==> src/rtl/alu16.sv <==
//------------------------------------------------------------------------------
// Module   : alu16
// Purpose  : Sixteen-bit unsigned integer ALU for the nqcpu datapath.
//            Computes ADD, SUB, MUL, DIV and bitwise logic on two 16-bit
//            operands selected by a 4-bit opcode. The result, zero flag and
//            carry/borrow flag are computed combinationally and captured into
//            output registers, so each result appears exactly one clock after
//            its operands.
// Config   : `ALU_DIV_EN - when defined, the single-cycle combinational
//            divider is built and op 0x3 performs unsigned division. When it is
//            not defined, no divider logic exists and op 0x3 behaves like a
//            reserved opcode.
// Ports    :
//   clk     in   1   system clock, rising edge active
//   rst_n   in   1   asynchronous active-low reset
//   op      in   4   operation select
//   x       in  16   operand A (left operand, dividend, minuend)
//   y       in  16   operand B (right operand, divisor, subtrahend)
//   result  out 16   registered operation result
//   zero    out  1   registered, 1 when the result is 0x0000
//   carry   out  1   registered carry (ADD) / borrow (SUB) / div-by-zero flag
// Revision : 1.0 - initial release
//------------------------------------------------------------------------------
`default_nettype none

module alu16 (
  input  logic        clk,
  input  logic        rst_n,
  input  logic [3:0]  op,
  input  logic [15:0] x,
  input  logic [15:0] y,
  output logic [15:0] result,
  output logic        zero,
  output logic        carry
);

  // Opcode encoding
  localparam logic [3:0] c_OP_ADD = 4'h0;
  localparam logic [3:0] c_OP_SUB = 4'h1;
  localparam logic [3:0] c_OP_MUL = 4'h2;
  localparam logic [3:0] c_OP_DIV = 4'h3;
  localparam logic [3:0] c_OP_AND = 4'h4;
  localparam logic [3:0] c_OP_OR  = 4'h5;
  localparam logic [3:0] c_OP_XOR = 4'h6;

  // Reset values of the output registers
  localparam logic [15:0] c_RESULT_RST = 16'h0000;
  localparam logic        c_ZERO_RST   = 1'b1;
  localparam logic        c_CARRY_RST  = 1'b0;

  //--------------------------------------------------------------------------
  // Arithmetic datapath
  //--------------------------------------------------------------------------
  logic [16:0] w_sum;
  logic [16:0] w_diff;
  logic [15:0] w_prod;

  // Both operands are zero-extended to 17 bits: bit 16 of the sum is the
  // carry-out, and bit 16 of the difference is set exactly when y > x.
  assign w_sum  = {1'b0, x} + {1'b0, y};
  assign w_diff = {1'b0, x} - {1'b0, y};
  // Only the low half of the product is architecturally visible.
  assign w_prod = x * y;

`ifdef ALU_DIV_EN
  //--------------------------------------------------------------------------
  // Single-cycle restoring divider (unsigned)
  //--------------------------------------------------------------------------
  logic [15:0] w_quot;
  logic        w_div_by_zero;

  assign w_div_by_zero = (y == 16'h0000);

  // Unrolled restoring division: one trial subtraction per quotient bit,
  // MSB first. The partial remainder is kept 17 bits wide so the shifted
  // value never overflows before the compare.
  always_comb begin : p_div
    logic [16:0] v_rem;
    w_quot = 16'h0000;
    v_rem  = 17'h00000;
    for (int i = 15; i >= 0; i--) begin
      v_rem = {v_rem[15:0], x[i]};
      if (v_rem >= {1'b0, y}) begin
        v_rem     = v_rem - {1'b0, y};
        w_quot[i] = 1'b1;
      end
    end
  end
`endif

  //--------------------------------------------------------------------------
  // Operation select
  //--------------------------------------------------------------------------
  logic [15:0] w_result;
  logic        w_carry;
  logic        w_zero;

  always_comb begin
    w_result = 16'h0000;
    w_carry  = 1'b0;
    case (op)
      c_OP_ADD: begin
        w_result = w_sum[15:0];
        w_carry  = w_sum[16];
      end
      c_OP_SUB: begin
        w_result = w_diff[15:0];
        w_carry  = w_diff[16];
      end
      c_OP_MUL: begin
        w_result = w_prod;
      end
`ifdef ALU_DIV_EN
      c_OP_DIV: begin
        // Division by zero saturates the quotient and raises carry.
        if (w_div_by_zero) begin
          w_result = 16'hFFFF;
          w_carry  = 1'b1;
        end else begin
          w_result = w_quot;
        end
      end
`else
      c_OP_DIV: begin
        // Divider not built: behaves as a reserved opcode.
        w_result = 16'h0000;
      end
`endif
      c_OP_AND: w_result = x & y;
      c_OP_OR:  w_result = x | y;
      c_OP_XOR: w_result = x ^ y;
      default: begin
        w_result = 16'h0000;
      end
    endcase
  end

  // Zero is taken from the final selected result, so reserved ops report 1.
  assign w_zero = (w_result == 16'h0000);

  //--------------------------------------------------------------------------
  // Output registers
  //--------------------------------------------------------------------------
  logic [15:0] r_result;
  logic        r_zero;
  logic        r_carry;

  always_ff @(posedge clk or negedge rst_n) begin
    if (!rst_n) begin
      r_result <= c_RESULT_RST;
      r_zero   <= c_ZERO_RST;
      r_carry  <= c_CARRY_RST;
    end else begin
      r_result <= w_result;
      r_zero   <= w_zero;
      r_carry  <= w_carry;
    end
  end

  assign result = r_result;
  assign zero   = r_zero;
  assign carry  = r_carry;

endmodule

`default_nettype wire

==> config.mk <==
export PLATFORM = sky130hd
export DESIGN_NAME = alu16
export DESIGN_NICKNAME = d
export VERILOG_FILES = /design/src/rtl/alu16.sv
export SDC_FILE = /design/constraint.sdc
export NUM_CORES = 1
export LEC_CHECK = 0
export CORE_MARGIN = 5
export CORE_UTILIZATION = 45
export DETAILED_ROUTE_END_ITERATION = 12
export MAX_ROUTING_LAYER = met4
export RECOVER_POWER = 50
export SLEW_MARGIN = 40
export SYNTH_ARGS = -nofsm -noshare
export SYNTH_HDL_FRONTEND = slang
export SYNTH_SLANG_ARGS = --single-unit
export TNS_END_PERCENT = 1
==> constraint.sdc <==
create_clock -name clk -period 1.3 [get_ports clk]
set_input_delay 0.195 -clock clk [delete_from_list [all_inputs] [get_ports clk]]
set_output_delay 0.195 -clock clk [all_outputs]
set_load 0.05 [all_outputs]
==> Word level (Yosys, flattened, before mapping) <==
Index checks and enable logic that the tools add are counted.
{ "totals": {"ff_bits": 18, "latchBits": 0, "ramBits": 0, "romBits": 0, "input_bits": 38, "out_inout_bits": 18, "wordCells": 18, "n_memories": 0} }
{ "classes": {"n_addsub": 2, "mul": 1, "n_div": 0, "magnitude_cmp": 0, "n_eq_ne": 5, "shift": 0, "mux": 2, "bitwise": 3, "n_reduce_logical": 2} }
{ "op_table": {"columns": ["op", "n"], "rows": [
  ["16-bit one-hot mux with 6 select lines", 1],
  ["16-bit by 16-bit adder with 17-bit output", 1],
  ["16-bit by 16-bit subtractor with 17-bit output", 1],
  ["16-bit AND", 1],
  ["16-bit logical NOT", 1],
  ["16-bit by 16-bit multiplier with 16-bit output", 1],
  ["16-bit bitwise OR", 1],
  ["16-bit XOR", 1],
  ["4-bit by 3-bit == test with 1-bit output, second input constant", 3],
  ["4-bit by 1-bit == test with 1-bit output, second input constant", 1],
  ["4-bit by 2-bit == test with 1-bit output, second input constant", 1],
  ["4-bit logical NOT", 1],
  ["1-bit one-hot mux with 2 select lines", 1]
]} }

==> Longest topological paths before layout <==
{ "depth": {"word_depth": 3, "depth_mapped": 24, "mapped_depth_nobuf": 23} }

==> Least setup slack after synthesis <==
Ideal clock, no wire load.
{ "synth_timing": {"path_type": "input -> register", "startpoint": "input y[1]", "endpoint": "register r_zero, in the netlist zero", "setup_ns": 0.089, "t_arrival_ns": 5.424, "required_ns": 1.211, "path_slack_ns": -4.213, "path_stages": 21, "n_path_buf": 1, "cell_sequence": "clkbuf_1 > clkinv_1 > nor2_1 > fa_1 > fa_1 > ha_1 > fa_1 > inv_1 > fa_1 > fa_1 > inv_1 > ha_1 > a2111oi_1 > nor3_1 > and4_1 > a2111oi_2 > o21bai_1 > a21oi_1 > xor2_1 > o21ai_0 > nor4b_2"} }
{ "synth_between": {"elab_chain_len": 3, "elab_cells_between_ends": 8, "classes_between": "2 x add/sub; 1 x mul; 1 x mux; 3 x bitwise; 1 x reduce/logical"} }
{ "synth_rtl": {"columns": ["item", "line", "text"], "rows": [
  ["from (decl)", "31", "input logic [15:0] y,"],
  ["16-bit by 16-bit multiplier with 16-bit output (tied with other cells)", "63", "assign w_prod = x * y;"],
  ["16-bit one-hot mux with 6 select lines *", "101", "case (op)"],
  ["via w_result[14]", "94", "logic [15:0] w_result;"],
  ["16-bit logical NOT *", "139", "assign w_zero = (w_result == 16'h0000);"],
  ["via w_zero", "96", "logic w_zero;"],
  ["to (signal assigned)", "151", "r_zero <= c_ZERO_RST;"],
  ["to (signal assigned)", "155", "r_zero <= w_zero;"],
  ["to (decl)", "145", "logic r_zero;"]
]} }
The timed path passes the listed nets; every way through them passes the cells marked *.

==> Final worst setup path <==
{ "layout_timing": {"startpoint": "input y[2]", "endpoint": "register r_zero, in the netlist zero"} }
Same word-level chain as after synthesis.

==> results.cfg <==
[die]
die_height_um = 132
ios = 56
dieArea_um2 = 17400
core_area_um2 = 14500
start_util_pct = 46.0
rows = 44
die_width_um = 132

[synth]
synth-edff-count = 0
post_synth_net_total = 1062
syn_warnings = 0
synth_simple_gate_area_share_pct = 15.9
yosysSeqAreaShare_pct = 6.75
synth_compound_area_share_pct = 16.7
synth-async-reset-ratio_pct = 100
syn-cell-area_um2 = 6690
synth_cells = 844
synth_seq_cells = 18
postSynth.topFlopCell = sky130_fd_sc_hd__dfrtp_1
post_synth_num_cell_types = 73
synth.top_cell.area_share_pct = 24.2
post_synth.cell_area_avg_um2 = 7.93
yosys-mux-area-fraction_pct = 1.22
synth.area.top_cells = sky130_fd_sc_hd__fa_1, sky130_fd_sc_hd__ha_1, sky130_fd_sc_hd__inv_1
synth_commonest_cells = sky130_fd_sc_hd__inv_1, sky130_fd_sc_hd__ha_1, sky130_fd_sc_hd__nor2_1
synth_adder_area_share_pct = 42.7
synthXorXnorAreaFrac_pct = 5.76
combinational_family_with_the_most_area_after_synthesis = adder cells
synth.most_common_cell = sky130_fd_sc_hd__inv_1
synth_area_leader_cell = sky130_fd_sc_hd__fa_1

[power]
power_frac_seq_pct = 4.1
power_switching_share_pct = 49.4
internal-power_mw = 9.53
clock_power_share_pct = 3.6
total_power_mw = 18.8
power.static_leakage_nw = 5.30
worst_ir_drop_vdd_mv = 2.52
power_frac_comb_pct = 92.3
total_switching_power_mw = 9.32
power_density_cells_nw_per_um2 = 1800

[placed_design]
port_buffers = 55
place_hpwl_um = 21500
placedCellCount = 1292
dpl_worst_slack_ps = -4870
gp_congestion = 0.996

[timing]
finalCritPeriodShare_pct = 412
finalCriticalPeriod_ps = 5360
finalHoldViolCount = 0
timing_max_transition_violations_final = 0
fin_worst_hold_slack_ps = 416
setup_viol_count_final = 18
setup_repair_after_global_routing_missed_its_margin = true
timing.final.ws_setup_ps = -4060
slew_headroom_pct = 62.0
fmax_ghz = 0.187
worst_slew_pin_slew_ps = 567

[setup_path]
endpoint = zero
critPathKind = in -> reg
critPathCaptureType = flip-flop
timing.critical_path.required_ps = 1460
worst-endpoint-arrival_ps = 5520
worstSetupStartpointType = primary input
timing.critical_path.from = y[2]
worstPathMaxFanout = 5

[job]
cap_violations = 0

[clocking]
clock_root_buffer = sky130_fd_sc_hd__clkbuf_16
clock_tree.htree_level_count = 1
cts_made_buffers = 3
cts_buffer_depth = 2
tritoncts_num_sinks = 18
clkSlewWorstSetupHoldPaths_ps = 50
cts_tree = built

[grt]
grt_start_max_net_pins = 22
grt_first_pass_wirelength_um = 40900
first_global_vias = 7702
track_usage_pct = 29.9
global_route.overflow_total = 0
number_of_antenna_violations_at_the_first_check_in_global_routing = 0

[layout]
final_cell_count_no_fill = 1344
postLayoutCoreUtil_pct = 72.1
design.final.nets = 1379
diodes = 0
drive_above_1_share_pct = 39.3
filler_cell_count_in_the_final_layout = 1148
flow.area_growth_from_synthesis_pct = 56.6

[routing]
drt_iter0_markers = 421
vias = 7267
drc_errors = 0
postRouteAntennaNets = 0
detailedRoute.firstPassIterationCount = 5
avgRoutedWirePerCell_um = 19.4
drt-total-wl_um = 26100
post_drt_via_cell_ratio = 5.41

[status]
failed_checks = setup timing
run_status = finished with violations

[hold_path]
min_path_type = in -> async
-- critical path: stages --
cell                        delay, ps
sky130_fd_sc_hd__buf_6             90
sky130_fd_sc_hd__buf_6            130
sky130_fd_sc_hd__buf_4            140
sky130_fd_sc_hd__buf_6            130
sky130_fd_sc_hd__nand2_2           60
sky130_fd_sc_hd__fa_1             450
sky130_fd_sc_hd__fa_1             570
sky130_fd_sc_hd__fa_1             420
sky130_fd_sc_hd__fa_1             490
sky130_fd_sc_hd__inv_1             50
sky130_fd_sc_hd__fa_1             480
sky130_fd_sc_hd__inv_1             50
sky130_fd_sc_hd__fa_1             490
sky130_fd_sc_hd__inv_2             50
sky130_fd_sc_hd__ha_4             250
sky130_fd_sc_hd__buf_4            140
sky130_fd_sc_hd__a2111oi_4        310
sky130_fd_sc_hd__buf_4            200
sky130_fd_sc_hd__xnor2_4          140
sky130_fd_sc_hd__o21ai_2          130
sky130_fd_sc_hd__nor4_4           310
sky130_fd_sc_hd__nor4b_4          240
-- layout make-up --
type	count	area (µm²)	share of cell area, %
inverters	164	658	6.28
flip-flops and latches	18	452	4.31
multi-input cells	637	6120	58.4
clock buffers	4	88.8	0.848
repair buffers	337	2930	27.9
well taps	184	230	2.20
-- state kept, by name, indices dropped and copies added, names as in the netlist --
signal	cells
result	16
zero	1
carry	1
-- stage by stage --
| step | cell area (µm²) | TNS (ps) |
|---|---|---|
| floorplan | 6850 | -40400 |
| global placement | 9460 | -58960 |
| detailed placement | 9460 | -60060 |
| CTS | 10100 | -48460 |
| global route | 10500 | -50250 |
| finish | 10500 | -48120 |
-- worst min path at each step --
| stage | cells after the start | endpoint | slack, ps | from |
|---|---|---|---|---|
| after floorplan | 0 | carry | -100 | rst_n |
| after global placement | 2 | result[8] | 540 | rst_n |
| after detailed placement | 2 | result[0] | 540 | rst_n |
| after CTS | 2 | result[0] | 280 | rst_n |
| after global routing | 2 | result[9] | 470 | rst_n |
| final | 2 | result[0] | 420 | rst_n |
-- timing repair --
item                                    CTS  global route
pin swaps                                58            64
endpoints found under the setup margin   18            18
buffers inserted                         30            21
hold buffers                              0             0
gates resized for setup                 164            77
-- routing by layer --
metal | up-vias | global-route usage, % | wire length (µm)
met5 | - | - | 0
met1 | 3541 | 37.1 | 10700
li1 | 3376 | - | -
met4 | 0 | 10.5 | 1260
met2 | 278 | 50.8 | 12800
met3 | 72 | 2.82 | 1320
-- cells by family (layout without fill, tap and decap cells) --
kind of cell               after synthesis  after routing
muxes                                    8              8
and+or+nand+nor                        240            240
buffers and inverters                  189            505
xor gates and xnor gates                44             44
DFF                                     18             18
AOI/OAI and AO/OA                      165            165
adders and majority gates              180            180
-- power by group through the flow --
stage | registers (mW) | clock network (mW) | logic [mW]
6_report | 0.776 | 0.669 | 17.4
5_1_grt | 0.790 | 0.711 | 18.7
4_1_cts | 0.776 | 0.678 | 15.8
3_5_place_dp | 0.777 | 0 | 13.7
3_3_place_gp | 0.776 | 0 | 13.4
2_1_floorplan | 1.16 | 0 | 8.16
-- cell usage in the layout, fill, tap and decap left out, drive strengths merged, types with 8 or more instances in the layout --
cell type and count:
a211oi 12, a21o 10, a21oi 48, buf 309, clkbuf 11, clkdlybuf4s50 8, dfrtp 17, fa 81
ha 99, inv 160, nand2 84, nand3 9, nor2 96, nor3 14, o21ai 28, xnor2 36
xor2 8
Power figures use the tool's default switching activity.
